## src/rtl/bcd_lap_digit.sv

```systemverilog
// bcd_lap_digit
// One decade (or smaller modulus) of a cascadable stopwatch digit. It has a
// start/stop/lap state machine, an up/down counter with preset and a
// carry/borrow output, a lap-freeze register, and a registered seven-segment
// decoder.
//
// Parameters:
//   MODULUS        count modulus, 2..10
//   RESET_VAL      counter and lap value after reset, < MODULUS
//   SEG_ACTIVE_LOW 1 inverts the segment outputs
//
// Ports:
//   CLK       in   system clock, rising edge
//   RST       in   synchronous active-high reset
//   TICK      in   count enable (prescaler or lower digit CO)
//   UP        in   1 = count up, 0 = count down
//   SS        in   start/stop pulse
//   LAP       in   lap/clear pulse
//   LOAD      in   preset strobe
//   LOAD_VAL  in   preset value (clamped to MODULUS-1)
//   DIGIT     out  live counter value
//   CO        out  carry/borrow, combinational
//   RUNNING   out  high in RUN or LAP
//   a..g      out  registered seven-segment drive of the displayed value
module bcd_lap_digit #(
  parameter int MODULUS        = 10,
  parameter int RESET_VAL      = 0,
  parameter bit SEG_ACTIVE_LOW = 1'b0
) (
  input  logic       CLK,
  input  logic       RST,
  input  logic       TICK,
  input  logic       UP,
  input  logic       SS,
  input  logic       LAP,
  input  logic       LOAD,
  input  logic [3:0] LOAD_VAL,
  output logic [3:0] DIGIT,
  output logic       CO,
  output logic       RUNNING,
  output logic       a,
  output logic       b,
  output logic       c,
  output logic       d,
  output logic       e,
  output logic       f,
  output logic       g
);

  localparam logic [3:0] MAX_VAL = 4'(MODULUS - 1);
  localparam logic [3:0] RST_VAL = 4'(RESET_VAL);

  // The state names carry an S_ prefix because LAP is already a port name.
  typedef enum logic [1:0] {
    S_IDLE = 2'd0,
    S_RUN  = 2'd1,
    S_LAP  = 2'd2,
    S_STOP = 2'd3
  } stateType;

  stateType   state;
  stateType   stateNext;
  logic [3:0] count;
  logic [3:0] countNext;
  logic [3:0] lapReg;
  logic [3:0] display;
  logic [3:0] loadClamped;
  logic [6:0] segPattern;
  logic [6:0] segReg;
  logic       runningState;
  logic       clearToIdle;
  logic       enterLap;
  logic       atTerminal;

  // Segment patterns packed as {a,b,c,d,e,f,g}, active-high. Codes above 9
  // show a dash.
  function automatic logic [6:0] segDecode(input logic [3:0] value);
    logic [6:0] pattern;
    case (value)
      4'd0:    pattern = 7'b1111110;
      4'd1:    pattern = 7'b0110000;
      4'd2:    pattern = 7'b1101101;
      4'd3:    pattern = 7'b1111001;
      4'd4:    pattern = 7'b0110011;
      4'd5:    pattern = 7'b1011011;
      4'd6:    pattern = 7'b1011111;
      4'd7:    pattern = 7'b1110000;
      4'd8:    pattern = 7'b1111111;
      4'd9:    pattern = 7'b1111011;
      default: pattern = 7'b0000001;
    endcase
    return pattern;
  endfunction

  // Next-state logic. When SS and LAP arrive together, SS is tested first,
  // so LAP is ignored in that cycle.
  always_comb begin
    stateNext = state;
    case (state)
      S_IDLE: if (SS) stateNext = S_RUN;
      S_RUN: begin
        if (SS)       stateNext = S_STOP;
        else if (LAP) stateNext = S_LAP;
      end
      S_LAP: begin
        if (SS)       stateNext = S_STOP;
        else if (LAP) stateNext = S_RUN;
      end
      S_STOP: begin
        if (SS)       stateNext = S_RUN;
        else if (LAP) stateNext = S_IDLE;
      end
      default: stateNext = S_IDLE;
    endcase
  end

  // Counter next value. LOAD wins over the clear-to-idle and over ticks.
  // The lap register samples this value, so a tick in the same cycle as
  // entry into LAP is included in the frozen value.
  always_comb begin
    runningState = (state == S_RUN) || (state == S_LAP);
    clearToIdle  = (state == S_STOP) && !SS && LAP;
    enterLap     = (state == S_RUN) && !SS && LAP;
    loadClamped  = ({1'b0, LOAD_VAL} >= 5'(MODULUS)) ? MAX_VAL : LOAD_VAL;
    atTerminal   = UP ? (count == MAX_VAL) : (count == 4'd0);
    countNext    = count;
    if (LOAD) begin
      countNext = loadClamped;
    end else if (clearToIdle) begin
      countNext = RST_VAL;
    end else if (runningState && TICK) begin
      if (UP) countNext = (count == MAX_VAL) ? 4'd0 : count + 4'd1;
      else    countNext = (count == 4'd0) ? MAX_VAL : count - 4'd1;
    end
  end

  // The display shows the frozen lap value while in LAP. The segment
  // pattern is decoded here and registered below.
  always_comb begin
    display    = (state == S_LAP) ? lapReg : count;
    segPattern = segDecode(display);
  end

  // Reset is gated into RUNNING and CO combinationally, so both outputs read
  // 0 during the reset cycle as well.
  always_comb begin
    RUNNING = runningState & ~RST;
    CO      = TICK & RUNNING & ~LOAD & atTerminal;
    DIGIT   = count;
    {a, b, c, d, e, f, g} = SEG_ACTIVE_LOW ? ~segReg : segReg;
  end

  // State, counter, lap and segment registers. A reset discards any frozen
  // lap value and preloads the segments with the decoded reset value.
  always_ff @(posedge CLK) begin
    if (RST) begin
      state  <= S_IDLE;
      count  <= RST_VAL;
      lapReg <= RST_VAL;
      segReg <= segDecode(RST_VAL);
    end else begin
      state  <= stateNext;
      count  <= countNext;
      segReg <= segPattern;
      if (enterLap) lapReg <= countNext;
    end
  end

endmodule

```

## config.mk

```make
export PLATFORM = sky130hd
export DESIGN_NAME = bcd_lap_digit
export DESIGN_NICKNAME = d
export VERILOG_FILES = /design/src/rtl/bcd_lap_digit.sv
export SDC_FILE = /design/constraint.sdc
export NUM_CORES = 1
export LEC_CHECK = 0
export CORE_ASPECT_RATIO = 0.6
export CORE_MARGIN = 2
export CORE_UTILIZATION = 45
export DETAILED_ROUTE_END_ITERATION = 12
export PLACE_DENSITY = 0.8
export SYNTH_ARGS = -nofsm -noshare
export SYNTH_HDL_FRONTEND = slang
export SYNTH_SLANG_ARGS = --single-unit
```

## constraint.sdc

```tcl
create_clock -name CLK -period 2 [get_ports CLK]
set_input_delay 0.5 -clock CLK [delete_from_list [all_inputs] [get_ports CLK]]
set_output_delay 0.5 -clock CLK [all_outputs]
set_load 0.02 [all_outputs]
```

==> flow_summary_export.csv <==
group,metric,value,unit
run_status,outcome,"finished, violations left",
run_status,violations,"negative setup slack",
detailed_routing,wl_per_cell,15.95,um
placement,gp_congestion,0.9554,
placement,io_buffers,23,
synthesis,yosys.area.top_type_share,29.25,%
run,maxCapViolations,0,
min_path,hold_path.startpoint,"lapReg[0]$_SDFFE_PP0P_",
floorplanning,dieArea,3022,sq um
clock_network,cts_tree,"built",
worst_setup_path,crit_path_end_kind,"output pin",
final_layout,syn_to_final_growth,45.70,%
worst_setup_path,cp-start-kind,"register",
min_path,hold-path-cell-count,2,
detailed_routing,drc,0,
timing,slew_headroom,65.26,%
power,power_density,634.9,nW/um^2
placement,pre_cts_slack,-0.6884,ns
detailed_routing,drtPass1Iterations,4,
timing,max_freq,491.5,MHz
floorplanning,rows,14,
synthesis,synthFlopType,"dfxtp_1",
detailed_routing,finalWirelength,3526,um
clock_network,cts_buffer_depth,2,
power,p_leak,0.7453,nW
worst_setup_path,critPathMaxFanout,2,
floorplanning,start_util,46.78,%
floorplanning,io_pins,24,
detailed_routing,vias_per_cell,5.747,
synthesis,netlist_area,1164,sq um
timing,min_period_over_period,101.7,%
min_path,min_path_type,"reg2reg",
power,ir_worst_vdd,383.4,uV
worst_setup_path,ff2ff_setup_slack,0.14,ns
timing,hold_viol,0,
final_layout,fill_cells,202,
detailed_routing,first_iter_violations,49,
synthesis,async_reset_ff_share,0,%
timing,slew_violations,0,
timing,min_period,2.035,ns
floorplanning,dieWidth,69.65,um
global_routing,globalRoute.totalOverflow,0,
placement,post-dp-hpwl,2547,um
detailed_routing,ant_nets,0,
synthesis,syn_avg_cell_area,8.194,sq um
worst_setup_path,path_class,"reg2out",
global_routing,grt_pass1_vias,1264,
timing,fin_ws,-0.03463,ns
synthesis,synth_area_leaders,"dfxtp_1, ha_1, o21ai_0",
final_layout,antennaDiodeCount,0,
timing,fin_skew,0.001002,ns
synthesis,synthesis.nets,166,
timing,final.setup.tns,-0.03463,ns
synthesis,synth_area_leader_cell,"dfxtp_1",
final_layout,drive_gt1_share,23.81,%
final_layout,fin_nets,214,
floorplanning,core,2487,sq um
timing,setup_viol,1,
worst_setup_path,worstPathArrival,1.53,ns
synthesis,synth-edff-count,0,
worst_setup_path,r2r-start,"DIGIT[1]$_SDFF_PP0_",
synthesis,yosys_warnings,0,
power,total_power,1.076,mW
clock_network,cts_made_buffers,3,
clock_network,clock_latency,0.26,ns
clock_network,htree_levels,1,
synthesis,ys_seq_area_share,29.25,%
synthesis,ys_types,38,
worst_setup_path,worst_r2r_path_depth,8,
clock_network,cts_root_buffer,"clkbuf_8",
timing,hold_ws,0.5364,ns
clock_network,clock_sinks,17,
global_routing,grt_start_max_net_pins,18,
synthesis,synth_cells,142,
global_routing,grt_usage,24.86,%
global_routing,grt_pass1_wl,5782,um
final_layout,postLayoutCoreUtil,68.16,%
clock_network,path_clk_slew,0.07,ns
worst_setup_path,crit_required,1.50,ns
floorplanning,die_y,43.39,um
synthesis,ys_ff_latch,17,
detailed_routing,vias,1270,
timing,worst_pin_slew,0.5146,ns
worst_setup_path,r2r-end,"DIGIT[1]$_SDFF_PP0_",
global_routing,antenna_found_initial,0,
timing,rsz0062_at_grt,"true",
min_path,hold_end,"lapReg[0]$_SDFFE_PP0P_",
==> registers in the layout, summed over array words and instances (netlist names) <==
register,flops
segReg,7
DIGIT,4
lapReg,4
state,2
==> layer usage <==
layer / vias to the layer above / track usage (%) / wire length, um
met1: 583 / 28.22 / 1427
met2: 69 / 44.81 / 1687
met4: 0 / 11.92 / 109
li1: 604 / - / -
met5: - / 0 / 0
met3: 14 / 6.744 / 302
==> cell usage after synthesis (2+ instances only) <==
cell / number
a211oi_1: 2
a21oi_1: 11
a311o_1: 2
a31oi_1: 4
a32oi_1: 2
and2_1: 2
buf_2: 2
clkbuf_1: 4
dfxtp_1: 17
ha_1: 13
inv_1: 8
mux2i_1: 5
nand2_1: 12
nand2b_1: 5
nand3_1: 2
nor2_1: 10
nor2b_1: 3
nor3_1: 3
o211ai_1: 2
o21ai_0: 12
o21bai_1: 4
==> through the flow <==
| stage | cell area, sq um | std cells |
|---|---|---|
| floorplan | 1166 | 142 |
| global placement | 1607 | 217 |
| detailed placement | 1607 | 217 |
| CTS | 1655 | 221 |
| global route | 1695 | 221 |
| finish | 1695 | 221 |
==> cells by family (layout without fill, tap and decap cells) <==
family                     after synthesis  count (layout)  share of synthesized area [%]
AOI/OAI and AO/OA                       45              45                          24.95
xor gates and xnor gates                 1               1                         0.7528
adders and majority gates               13              13                          13.98
buffers and inverters                   15              62                          5.376
DFF                                     17              17                          29.25
muxes                                    6               6                          5.269
and+or+nand+nor                         45              45                          20.43
==> power by group <==
group	internal, mW	leakage, nW	switching (mW)
clock	0.142	0.0228	0.123
combinational	0.208	0.582	0.221
sequential	0.369	0.140	0.0140
==> worst max-delay path by stage <==
| stage | startpoint | to | slack [ns] |
|---|---|---|---|
| 2_1_floorplan | state[0]$_SDFFE_PP0P_ | CO | 0.005 |
| 3_3_place_gp | UP | CO | -0.59 |
| 3_5_place_dp | UP | CO | -0.69 |
| 4_1_cts | DIGIT[0]$_SDFF_PP0_ | CO | -0.17 |
| 5_1_grt | DIGIT[1]$_SDFF_PP0_ | CO | -0.14 |
| 6_report | DIGIT[1]$_SDFF_PP0_ | CO | -0.03 |
==> cell type report <==
cell class / count / area (sq um) / area share, %
multi-input cells: 110 / 800.8 / 47.23
repair buffers: 50 / 436.7 / 25.76
flip-flops and latches: 17 / 342.8 / 20.22
clock buffers: 4 / 45.04 / 2.657
well taps: 32 / 40.04 / 2.362
inverters: 8 / 30.03 / 1.771
==> cell usage in the layout (no fill, tap or decap), types with 2 or more instances in the layout <==
master / netlist / routed
buf_4: 1 / 27
clkdlybuf4s50_1: 0 / 18
dfxtp_1: 17 / 15
o21ai_0: 12 / 12
nand2_1: 12 / 11
ha_1: 13 / 11
nor2_1: 10 / 10
a21oi_1: 11 / 10
inv_1: 8 / 6
nand2b_1: 5 / 5
mux2i_1: 5 / 4
a31oi_1: 4 / 4
o21bai_1: 4 / 4
nor2b_1: 3 / 3
nor3_1: 3 / 3
clkbuf_8: 0 / 3
dfxtp_2: 0 / 2
inv_2: 0 / 2
and2_1: 2 / 2
a311o_1: 2 / 2
o211ai_1: 2 / 2
a32oi_1: 2 / 2
a211oi_1: 2 / 2
nand3_1: 2 / 2
ha_4: 0 / 2
dlygate4sd2_1: 0 / 2
dlymetal6s2s_1: 0 / 2
==> worst max-delay path, stage by stage, from the launching register on <==
cell     delay (ns)
dfxtp_2        0.33
inv_2          0.08
ha_4           0.13
nor3b_2        0.16
a31oi_1        0.06
nor2_1         0.16
and4b_1        0.23
buf_6          0.12
==> timing repair <==
item / 4_1_cts / 5_1_grt
setup buffers: 0 / 1
gates resized for setup: 6 / 14
hold buffers: 0 / 0
setup endpoints to repair: 4 / 15
pin swaps: 0 / 6
endpoints found under the hold margin: 0 / 0
No activity file was read; power rests on OpenSTA's default activity.
